<file path="src/rtl/sat_counter.sv">
// Saturating up-counter with +1 and +2 increments.
//   clk_i  : clock
//   rst_i  : synchronous active-high reset (clears to 0)
//   inc_i  : add 1
//   inc2_i : add 2 (takes priority over inc_i)
//   cnt_o  : current count, holds at all-ones
module sat_counter #(
  parameter int unsigned W = 8
) (
  input  logic         clk_i,
  input  logic         rst_i,
  input  logic         inc_i,
  input  logic         inc2_i,
  output logic [W-1:0] cnt_o
);

  localparam logic [W-1:0] CntMax = '1;

  logic [W-1:0] cnt_d, cnt_q;
  logic [W+1:0] step;
  logic [W+1:0] sum;

  always_comb begin
    step = '0;
    if (inc2_i) begin
      step = (W+2)'(2);
    end else if (inc_i) begin
      step = (W+2)'(1);
    end
    // Two guard bits so the overflow is visible before clamping.
    sum   = {2'b00, cnt_q} + step;
    cnt_d = (sum > {2'b00, CntMax}) ? CntMax : sum[W-1:0];
  end

  always_ff @(posedge clk_i) begin
    if (rst_i) begin
      cnt_q <= '0;
    end else begin
      cnt_q <= cnt_d;
    end
  end

  assign cnt_o = cnt_q;

endmodule

</file>
<file path="config.mk">
export PLATFORM = sky130hd
export DESIGN_NAME = sat_counter
export DESIGN_NICKNAME = d
export VERILOG_FILES = /design/src/rtl/sat_counter.sv
export SDC_FILE = /design/constraint.sdc
export NUM_CORES = 1
export LEC_CHECK = 0
export ABC_AREA = 1
export CAP_MARGIN = 20
export CORE_AREA = 10 10 47 49
export CTS_BUF_LIST = sky130_fd_sc_hd__clkbuf_4
export CTS_CLUSTER_DIAMETER = 40
export DETAILED_ROUTE_END_ITERATION = 8
export DIE_AREA = 0 0 57 59
export SLEW_MARGIN = 20
export SYNTH_ARGS = -nofsm -noshare
export SYNTH_HDL_FRONTEND = slang
export SYNTH_SLANG_ARGS = --single-unit
</file>
<file path="constraint.sdc">
create_clock -name clk_i -period 4.1 [get_ports clk_i]
set_input_delay 0.615 -clock clk_i [delete_from_list [all_inputs] [get_ports clk_i]]
set_output_delay 0.615 -clock clk_i [all_outputs]
set_load 0.05 [all_outputs]
</file>
==> reports/metrics.csv <==
metric;value;unit
status;finished, final reports clean;
die area;0.00336;sq mm
Total Nets Final;87;
CP max FO;7;
unrepaired setup endpoints after global routing;false;
FILL cells;159;
largest net degree at the start of global routing;8;
Int Power;0.000130;W
Power Density;308;mW/mm^2
Pins Over Slew Limit;0;
EDFF count, synth;0;
hold worst-path end;cnt_o[7];
final setup violating endpoints;0;
pre-CTS setup slack;1.66;ns
Total Routing Usage GR;0.0648;
Synth top area share;0.354;
Starting Density;0.323;
Port-buffer cells;11;
via count;414;
CTS Buf Count;3;
clk_skew;0.00188;ns
Routed Antenna Nets;0;
Area growth, synth to finish;33.7;%
crit path DAT;2.32;ns
root buffer cell;clkbuf_4;
syn nets;71;
vias per inst;4.40;
Worst EP required;4.26;ns
commonest cells in the netlist;nand2_1, inv_1, dfxtp_1;
Post-DP HPWL;731;microns
Post-synth ARST share;0;
Critical Path Sink Type;flop;
number of global-route vias before repair;404;
Syn Inst Count;64;
Clock Power Share;0.332;
initial antenna violation count;0;
CORE AREA;0.00140;sq mm
Final Critical Period;2.17;ns
measured slew at the worst slew-check pin;0.499;ns
first-pass GRT wire length;1700;microns
chip width;57;microns
Hold Path Class;reg2reg;
Setup crit start kind;input pin;
hold buffer count at CTS;0;
Net Switching;0.0000559;W
post-CTS resize count;0;
R2R setup slack;2.58;ns
clk_lat worst skew;0.25;ns
Clock transition at path regs;0.05;ns
Ports;12;
clk sinks;8;
Tcrit/Tclk final;0.529;
max reg flops;8;
Seq pwr share;0.460;
Gate power share;0.209;
Post-CTS Setup Inserts;0;
Die Y;59;microns
relative slew slack;0.666;
Routability Congestion;0.728;
Distinct cells, synth;15;
layout cell share with drive strength beyond 1;0.103;
Max Fclk;461;MHz
worst r2r path cells;8;
Synth area leader;dfxtp_1;
critical path type;in2reg;
Yosys warning count;0;
Mapped Avg Cell Area;7.08;sq um
Peak supply drop;133;uV
Hold Path Origin;cnt_o[7];
Wirelength per Cell;9.98;microns
Initial DRT Pass Iterations;4;
most common cell in the synthesized netlist;nand2_1;
Mapped Area;453;sq um
synthesized flop and latch total;8;
Crit Reg-Reg Endpoint;cnt_o[3];
LEAKAGE;0.274;nW
register area share after synthesis;0.354;
Longest Clk Path Bufs;2;
1st-iter DRT viols;7;
cell depth of the worst hold path;2;
sw frac;0.300;
DR DRC count;0;
Site Rows;14;
Top FF cell, synth;dfxtp_1;
CTS tree;done;
H-Tree Level Count;1;
Final Hold Vio Count;0;
Reg2Reg Launch Point;cnt_o[0];
antenna cells;0;
final wirelength;938;microns
top post-synthesis cells by area;dfxtp_1, nand2_1, inv_1;
max cap viols;0;
total global routing overflow;0;
final worst slack;1.93;ns
TNS Setup;0;ns
worst max-delay path: stages:
cell and delay, ns:
clkdlybuf4s50_1 0.54, nor2_1 0.07, ha_1 0.22, fa_1 0.42
nand2_2 0.12, nor2_4 0.06, nand3_4 0.09, nand3_1 0.09
nand2_1 0.06, inv_1 0.03
kinds of logic after synthesis:
| logic type | after synthesis | synth area share |
|---|---|---|
| compound gates | 7 | 0.0829 |
| buf+inv | 14 | 0.116 |
| fa+ha+maj | 3 | 0.0994 |
| flops | 8 | 0.354 |
| xor+xnor | 1 | 0.0193 |
| simple gates | 31 | 0.329 |
power groups by stage:
stage                     Sequential (W)  Combinational [W]  Clock (W)
after floorplan                0.0000999          0.0000126          0
after global placement         0.0000875          0.0000390          0
after detailed placement       0.0000875          0.0000395          0
after CTS                      0.0000859          0.0000395  0.0000638
after global routing           0.0000867          0.0000438  0.0000676
final                          0.0000857          0.0000389  0.0000618
layout by cell type (no fill, tap or decap):
| cell type | count |
|---|---|
| inv_2 | 1 |
| ha_1 | 2 |
| nand2_1 | 17 |
| clkdlybuf4s50_1 | 11 |
| fa_1 | 1 |
| inv_1 | 13 |
| a21oi_1 | 5 |
| dfxtp_1 | 8 |
| nand3_1 | 5 |
| xnor2_1 | 1 |
| clkbuf_4 | 3 |
| o21ai_0 | 1 |
| nor2_1 | 5 |
| nor2_4 | 1 |
| nand3_4 | 1 |
| nand2_2 | 2 |
| o21bai_1 | 1 |
per-layer routing:
metal  wire, microns  GRT usage  up-vias  part of all wire
li1                -          -      224                 -
met1             447     0.0676      175              0.48
met2             366     0.0915       11              0.39
met3              99     0.0408        4              0.11
met4              25     0.0503        0             0.027
met5               0          0        -                 0
worst max path at each step:
stage | end | startpoint | cells past startpoint | slack [ns]
after floorplan | cnt_o[5] | inc_i | 10 | 2.29
after global placement | cnt_o[3] | inc2_i | 10 | 1.67
after detailed placement | cnt_o[3] | inc2_i | 10 | 1.66
after CTS | cnt_o[3] | inc2_i | 10 | 1.92
after global routing | cnt_o[3] | inc2_i | 10 | 1.81
final | cnt_o[3] | inc2_i | 10 | 1.93
final cells by class:
type	instances	area, sq um	area share
Sequential cell	8	160	0.264
Clock buffer	3	22.5	0.0372
Inverter	14	52.6	0.0868
Multi-Input combinational cell	42	240	0.397
Timing Repair Buffer	11	110	0.182
Tap cell	16	20.0	0.0331
metrics by stage:
step / instance area, sq um / util / instances / hold slack, ns / total power (W)
after floorplan: 453 / - / 64 / 0.684 / 0.000113
after global placement: 583 / 0.416 / 91 / 0.540 / 0.000126
after detailed placement: 583 / 0.416 / 91 / 0.539 / 0.000127
after CTS: 606 / 0.432 / 94 / 0.552 / 0.000189
after global routing: 606 / 0.432 / 94 / 0.577 / 0.000198
final: 606 / 0.432 / 94 / 0.544 / 0.000186
Note: power is estimated with default switching activity, not from simulation.
